$ cat config.mk
export PLATFORM = sky130hd
export DESIGN_NAME = skid_pipe_reg_flat
export DESIGN_NICKNAME = d
export VERILOG_FILES = /design/src/rtl/skid_pipe_reg_if.sv /design/src/rtl/skid_pipe_reg.sv /design/src/flat_wrapper.sv
export SDC_FILE = /design/constraint.sdc
export NUM_CORES = 1
export LEC_CHECK = 0
export CORE_MARGIN = 2
export CORE_UTILIZATION = 46
export CTS_CLUSTER_SIZE = 8
export DETAILED_ROUTE_END_ITERATION = 7
export PLACE_DENSITY = 0.75
export SLEW_MARGIN = 20
export SYNTH_ARGS = -nofsm -noshare
export SYNTH_HDL_FRONTEND = slang
export SYNTH_SLANG_ARGS = --single-unit
$ cat constraint.sdc
create_clock -name clk -period 1.27 [get_ports clk]
set_input_delay 0.1905 -clock clk [delete_from_list [all_inputs] [get_ports clk]]
set_output_delay 0.1905 -clock clk [all_outputs]
set_load 0.01 [all_outputs]
$ cat src/rtl/skid_pipe_reg_if.sv
// Handshake bundle for skid_pipe_reg: upstream D side, downstream Q side, flush and occupancy.
// The master drives the stimulus side. The slave is the register's own view.
interface skid_pipe_reg_if #(
    parameter int WIDTH = 32
);
    logic             flush;
    logic             in_valid;
    logic             in_ready;
    logic [WIDTH-1:0] D;
    logic             out_valid;
    logic             out_ready;
    logic [WIDTH-1:0] Q;
    logic [1:0]       occupancy;

    modport master (
        output flush, in_valid, D, out_ready,
        input  in_ready, out_valid, Q, occupancy
    );

    modport slave (
        input  flush, in_valid, D, out_ready,
        output in_ready, out_valid, Q, occupancy
    );
endinterface

$ cat src/rtl/skid_pipe_reg.sv
// Pipeline register with a 2-entry skid buffer, so it sustains one transfer per cycle under backpressure.
// Every output is a flop. Nothing passes combinationally from D or out_ready to any output.
module skid_pipe_reg #(
    parameter int               WIDTH     = 32,
    parameter logic [WIDTH-1:0] RESET_VAL = '0
) (
    input logic          clk,
    input logic          rst_n,
    skid_pipe_reg_if.slave bus
);
    // Handshake: a beat transfers on a rising edge where valid & ready are both high.
    // The sender holds its data stable while valid is high and ready is low.
    // The occupancy encoding doubles as the state, which makes it the visible FSM state.
    typedef enum logic [1:0] {
        EMPTY = 2'b00,
        FULL  = 2'b01,
        SKID  = 2'b10
    } state_t;

    state_t           state;
    logic             in_ready_q;
    logic             out_valid_q;
    logic [WIDTH-1:0] q_q;
    logic [WIDTH-1:0] skid_q;
    logic             in_fire;
    logic             out_fire;

    assign in_fire  = bus.in_valid & in_ready_q;
    assign out_fire = out_valid_q & bus.out_ready;

    always_ff @(posedge clk) begin
        if (!rst_n) begin
            state       <= EMPTY;
            in_ready_q  <= 1'b1;
            out_valid_q <= 1'b0;
            q_q         <= RESET_VAL;
            skid_q      <= RESET_VAL;
        end else if (bus.flush) begin
            // Drop every held entry. Leave the data flops untouched.
            state       <= EMPTY;
            in_ready_q  <= 1'b1;
            out_valid_q <= 1'b0;
        end else begin
            case (state)
                EMPTY: begin
                    if (in_fire) begin
                        q_q         <= bus.D;
                        state       <= FULL;
                        out_valid_q <= 1'b1;
                        in_ready_q  <= 1'b1;
                    end
                end
                FULL: begin
                    if (in_fire && out_fire) begin
                        q_q <= bus.D;
                    end else if (in_fire) begin
                        skid_q     <= bus.D;
                        state      <= SKID;
                        in_ready_q <= 1'b0;
                    end else if (out_fire) begin
                        state       <= EMPTY;
                        out_valid_q <= 1'b0;
                    end
                end
                SKID: begin
                    // in_ready is low here, so the only possible move is draining the head.
                    if (out_fire) begin
                        q_q        <= skid_q;
                        state      <= FULL;
                        in_ready_q <= 1'b1;
                    end
                end
                default: begin
                    state       <= EMPTY;
                    in_ready_q  <= 1'b1;
                    out_valid_q <= 1'b0;
                end
            endcase
        end
    end

    assign bus.in_ready  = in_ready_q;
    assign bus.out_valid = out_valid_q;
    assign bus.Q         = q_q;
    assign bus.occupancy = state;
endmodule

$ cat src/flat_wrapper.sv
// flat-port wrapper written by rule: the top's interface ports become plain ports
module skid_pipe_reg_flat 
#(
    parameter int               WIDTH     = 32,
    parameter logic [WIDTH-1:0] RESET_VAL = '0
)
  (clk, rst_n, bus_flush, bus_in_valid, bus_D, bus_out_ready, bus_in_ready, bus_out_valid, bus_Q, bus_occupancy);
  skid_pipe_reg_if #(.WIDTH(WIDTH)) bus_i ();
  input logic clk;
  input logic rst_n;
  input wire logic [$bits(bus_i.flush)-1:0] bus_flush;
  input wire logic [$bits(bus_i.in_valid)-1:0] bus_in_valid;
  input wire logic [$bits(bus_i.D)-1:0] bus_D;
  input wire logic [$bits(bus_i.out_ready)-1:0] bus_out_ready;
  output wire logic [$bits(bus_i.in_ready)-1:0] bus_in_ready;
  output wire logic [$bits(bus_i.out_valid)-1:0] bus_out_valid;
  output wire logic [$bits(bus_i.Q)-1:0] bus_Q;
  output wire logic [$bits(bus_i.occupancy)-1:0] bus_occupancy;
  assign bus_i.flush = bus_flush;
  assign bus_i.in_valid = bus_in_valid;
  assign bus_i.D = bus_D;
  assign bus_i.out_ready = bus_out_ready;
  assign bus_in_ready = bus_i.in_ready;
  assign bus_out_valid = bus_i.out_valid;
  assign bus_Q = bus_i.Q;
  assign bus_occupancy = bus_i.occupancy;
  skid_pipe_reg #(.WIDTH(WIDTH), .RESET_VAL(RESET_VAL)) u_core (.clk(clk), .rst_n(rst_n), .bus(bus_i));
endmodule
# Word level (Yosys, flattened, before mapping)
# Cells that the tools add are included.
# Widths: inputs -> output; s select.
[classes]
eq_ne = 10
muxes = 19
bitwise_logic = 6
n_reduce_logical = 9
[op_table]
columns = ["cell", "n"]
rows = [
  ["$mux 32", 3],
  ["$pmux 32 s3", 1],
  ["$reduce_and 4->1", 3],
  ["$mux 2", 5],
  ["$ne 2x1->1 const B", 5],
  ["$reduce_and 5->1", 2],
  ["$mux 1", 7],
  ["$pmux 1 s3", 2],
  ["$pmux 2 s3", 1],
  ["$ne 2x2->1 const B", 2],
  ["$not 1->1", 4],
  ["$ne 3x1->1 const B", 1],
  ["$reduce_bool 3->1", 1],
  ["$and 1x1->1", 2],
  ["$eq 2x1->1 const B", 1],
  ["$eq 2x2->1 const B", 1],
  ["$logic_not 2->1", 1],
  ["$reduce_or 2->1", 1],
  ["$logic_and 1x1->1", 1],
]
[totals]
regBits = 68
input_bits = 37
output_inout_bits = 36
word_cells = 49

# Logic depth before layout (Yosys ltp)
[depth]
ltp_word = 5
ltp_mapped = 7
ltp_nobuf = 3

# Least setup slack after synthesis
# OpenSTA, ideal clock, no wires.
[synth_timing]
path_type = "register to register"
start = "reg u_core.state[1], in the netlist u_core.bus.occupancy[1]"
end = "reg u_core.q_q[20], in the netlist u_core.bus.Q[20]"
setup_time_ns = 0.081
arrival_time_ns = 1.324
required_ns = 1.189
path_slack_ns = -0.135
stages_incl_launch_ff = 7
path_buffers = 3
period_less_slack_ns = 1.405
cell_sequence = "dfxtp_1 -> buf_6 -> a21o_1 -> buf_6 -> clkbuf_1 -> a41oi_1 -> a211oi_2"
[synth_between]
elab_chain_cells = 3
elab_cells_between_ends = 9
classes_between = "eq/ne (5); mux (1); reduce/logical (3)"
[synth_rtl]
columns = ["item", "line_no", "text"]
rows = [
  ["start: declaration", "skid_pipe_reg.sv:20", "state_t state;"],
  ["start signal: assignment", "skid_pipe_reg.sv:33", "state <= EMPTY;"],
  ["start signal: assignment", "skid_pipe_reg.sv:40", "state <= EMPTY;"],
  ["start signal: assignment", "skid_pipe_reg.sv:48", "state <= FULL;"],
  ["$eq 2x1->1, or another cell as far along", "skid_pipe_reg.sv:44", "case (state)"],
  ["$ne 2x1->1 (no line) / $reduce_bool 3->1 (equally long branches)", "n/a", ""],
  ["$reduce_and 5->1 (no line)", "n/a", ""],
  ["end signal: assignment", "skid_pipe_reg.sv:47", "q_q <= bus.D;"],
  ["end signal: assignment", "skid_pipe_reg.sv:55", "q_q <= bus.D;"],
  ["end signal: assignment", "skid_pipe_reg.sv:68", "q_q <= skid_q;"],
  ["end: declaration", "skid_pipe_reg.sv:23", "logic [WIDTH-1:0] q_q;"],
]
# Parallel ways exist; a longest one is shown, timed or not.
# A chain may end at the register's enable or synchronous reset.

# Worst setup path after layout
[layout_timing]
start = "reg u_core.state[0], in the netlist u_core.bus.occupancy[0]"
end = "reg u_core.skid_q[3]"
[layout_between]
elab_chain_cells = 2
[layout_rtl]
columns = ["item", "line_no", "text"]
rows = [
  ["$eq 2x1->1", "skid_pipe_reg.sv:44", ""],
  ["$reduce_and 4->1 (no line)", "n/a", ""],
  ["end signal: assignment", "skid_pipe_reg.sv:57", "skid_q <= bus.D;"],
  ["end: declaration", "skid_pipe_reg.sv:24", "logic [WIDTH-1:0] skid_q;"],
]
# No other way between the ends.

==> results.yml <==
logic_synthesis:
  synthesis.nets: 360
  synth-edff-count: 0
  synth_area_mm2: 0.00331
  ys.flop_type: "dfxtp_1"
  yosys_register_bits: 68
  syn_area_per_cell_um2: 10.2
  seq_area_frac_synth_pct: 41.2
  synth.top_cells.by_area: "dfxtp_1, mux2i_1, a211oi_2"
  postSynthCellCount: 323
  synth_top_area_share_pct: 41.2
  yosys_warnings: 0
  synthArstFlopShare_pct: 0
  synth_top_area_cell: "dfxtp_1"
  ys_types: 25
finish:
  ff_latch_area_mm2: 0.00137
  areaGrowthSynthToFinish_pct: 38.2
  fillers: 563
  multi_input_comb_area_mm2: 0.00177
  final_util_pct: 66.5
  drive_gt1_share_pct: 22.6
  num_antenna_cells: 0
  final_nets: 434
clocking:
  postCtsSetupBuffers: 0
  clock-sinks: 68
  htreeDepth: 3
  cts_buffers: 9
  cts_root_buf: "clkbuf_8"
  clkLatencyLatePin_ns: 0.34
  cts_tree: "built"
  clk_pin_slew_ns: 0.08
  ctsHoldBuffers: 0
  cts.path.max_buffers: 2
die:
  fp.dieW_um: 88.8
  ios: 73
  core_mm2: 0.00687
  die_y_um: 88.8
  die-area_mm2: 0.00788
  initial_core_util_pct: 48.1
  core.rowCount: 30
global_route:
  track_usage_pct: 22.3
  grt_pass1_wl_um: 13500
  antenna_found_initial: 0
  grt_pass1_vias: 2739
  grt_max_degree: 35
  grt_overflow: 0
route:
  via_per_inst: 5.79
  drtPass1Iterations: 5
  ant_nets: 0
  route.detailed.drc: 0
  wire_per_inst_um: 17.7
  finalWirelength_um: 8820
  drtIter0Drc: 223
  vias: 2883
run:
  drv_cap: 0
power_and_ir_drop:
  p_leak_uw: 0.00195
  powerDensity_mw_per_mm2: 1190
  p_switching_uw: 1380
  seqPwrFrac_pct: 42.3
  sw_frac_of_total_pct: 25.4
  p_comb_share_pct: 16.5
  p_int_uw: 4040
  ir_drop_mv: 0.751
  p_clk_share_pct: 41.2
timing:
  period_needed_ns: 1.33
  worst_slack_ns: -0.0566
  fmax_mhz: 754
  hold_viol: 0
  worst_pin_slew_ns: 0.305
  maxSlewHeadroom_pct: 79.7
  clock_skew_ns: 0.00663
  final-max-slew-violation-count: 0
  rsz0062_at_grt: "true"
  setup_viol: 54
  period_share_pct: 104
worst_setup_path:
  critPathRequiredTime_ns: 1.54
  crit_type: "reg2reg"
  cp-start-kind: "flop"
  critPathCaptureType: "flop"
  cp.arrival_ns: 1.60
  cp_max_fo: 9
placed_design:
  finalWeightedCongestion: 0.853
  dp_hpwl_um: 5400
  port_buffers: 72
  pre_cts_ws_ns: -0.369
outcome:
  status: "finished with violations"
  violations: "negative setup slack"
min_path:
  hold_path.class: "in2reg"
==> power by group through the flow <==
stage | combinational, uW | clock, uW | sequential, uW
floorplan | 451 | 0 | 2370
global placement | 866 | 0 | 2340
detailed placement | 885 | 0 | 2340
CTS | 844 | 2240 | 2290
global route | 960 | 2320 | 2300
finish | 894 | 2230 | 2290
==> stage by stage <==
stage	TNS [ns]	std cells	area [um^2]	power [uW]	hold slack (ns)
final	-1.42	498	4570	5420	0.189
after detailed placement	-20.33	478	4200	3230	0.447
after global routing	-3.85	498	4570	5590	0.180
after CTS	-0.220	495	4450	5370	0.177
after global placement	-18.43	478	4200	3210	0.441
after floorplan	-3.92	323	3340	2820	0.297
==> state kept, by name, summed over array words and instances, names as in the netlist <==
| register | cells |
|---|---|
| u_core.bus.Q | 32 |
| u_core.bus.in_ready | 1 |
| u_core.bus.occupancy | 2 |
| u_core.bus.out_valid | 1 |
| u_core.skid_q | 32 |
==> cell families (layout without fill, tap and decap cells) <==
| family | count (synthesis) | count (layout) | synth area share, % |
|---|---|---|---|
| AOI/OAI and AO/OA | 75 | 75 | 22.9 |
| buffers and inverters | 39 | 118 | 7.00 |
| DFF | 68 | 68 | 41.2 |
| muxes | 64 | 64 | 19.4 |
| and+or+nand+nor | 77 | 77 | 9.61 |
==> routing by layer <==
layer / global-route usage [%] / wire, um / vias to the layer above
met3: 5.97 / 484 / 18
met5: 0 / 0 / -
met4: 5.92 / 122 / 0
met2: 38.6 / 4370 / 119
li1: - / - / 1340
met1: 27.5 / 3850 / 1406
==> layout make-up <==
cell class	count	share of cell area (%)
multi-input cells	216	38.8
flip-flops and latches	68	30.1
repair buffers	99	22.9
clock buffers	10	3.01
well taps	96	2.63
clock inverters	6	2.44
inverters	3	0.246
==> what timing repair did <==
item	in CTS	in global routing
gates cloned	1	3
endpoints found under the setup margin	72	66
pin swaps	0	3
resized for setup	48	9
==> cells in the final DEF (no fill, tap or decap), types with 2 or more instances in the layout <==
cell,synthesis,layout
a211oi_1,2,2
a211oi_2,30,30
a21o_1,4,3
a21oi_1,3,3
a41oi_1,32,28
a41oi_2,0,4
and4_4,1,2
buf_12,0,8
buf_4,3,13
buf_6,9,2
bufinv_16,0,3
clkbuf_16,0,3
clkbuf_2,0,2
clkbuf_8,0,10
clkdlybuf4s50_1,0,34
dfxtp_1,68,64
dfxtp_4,0,3
dlygate4sd2_1,0,35
mux2i_1,64,64
nand2_1,68,68
nand3_1,2,2
==> path summary, 6_finish.rpt <==
path	start	endpoint	slack, ns	depth (start not counted)
setup reg to reg	u_core.bus.occupancy[0]	u_core.skid_q[3]	-0.06	4
hold reg to reg	u_core.skid_q[9]	u_core.skid_q[9]	0.46	2
hold / removal	rst_n	u_core.skid_q[24]	0.19	3
setup / recovery	u_core.bus.occupancy[0]	u_core.skid_q[3]	-0.06	4
==> cells in the mapped netlist (2+ instances only) <==
library cell  instances
a211oi_2             30
inv_1                 2
dfxtp_1              68
clkbuf_1             19
a41oi_1              32
a21o_1                4
buf_6                 9
a21oi_1               3
nor2b_1               2
buf_4                 3
buf_2                 5
nand3_1               2
mux2i_1              64
nand2_1              68
a211oi_1              2
==> critical path, cell delays in order, from the launching register on <==
cell and delay [ns]:
dfxtp_4 0.39, nor2b_2 0.16, and4_4 0.31, buf_6 0.19
mux2i_1 0.21
(Power assumes the default switching activity.)
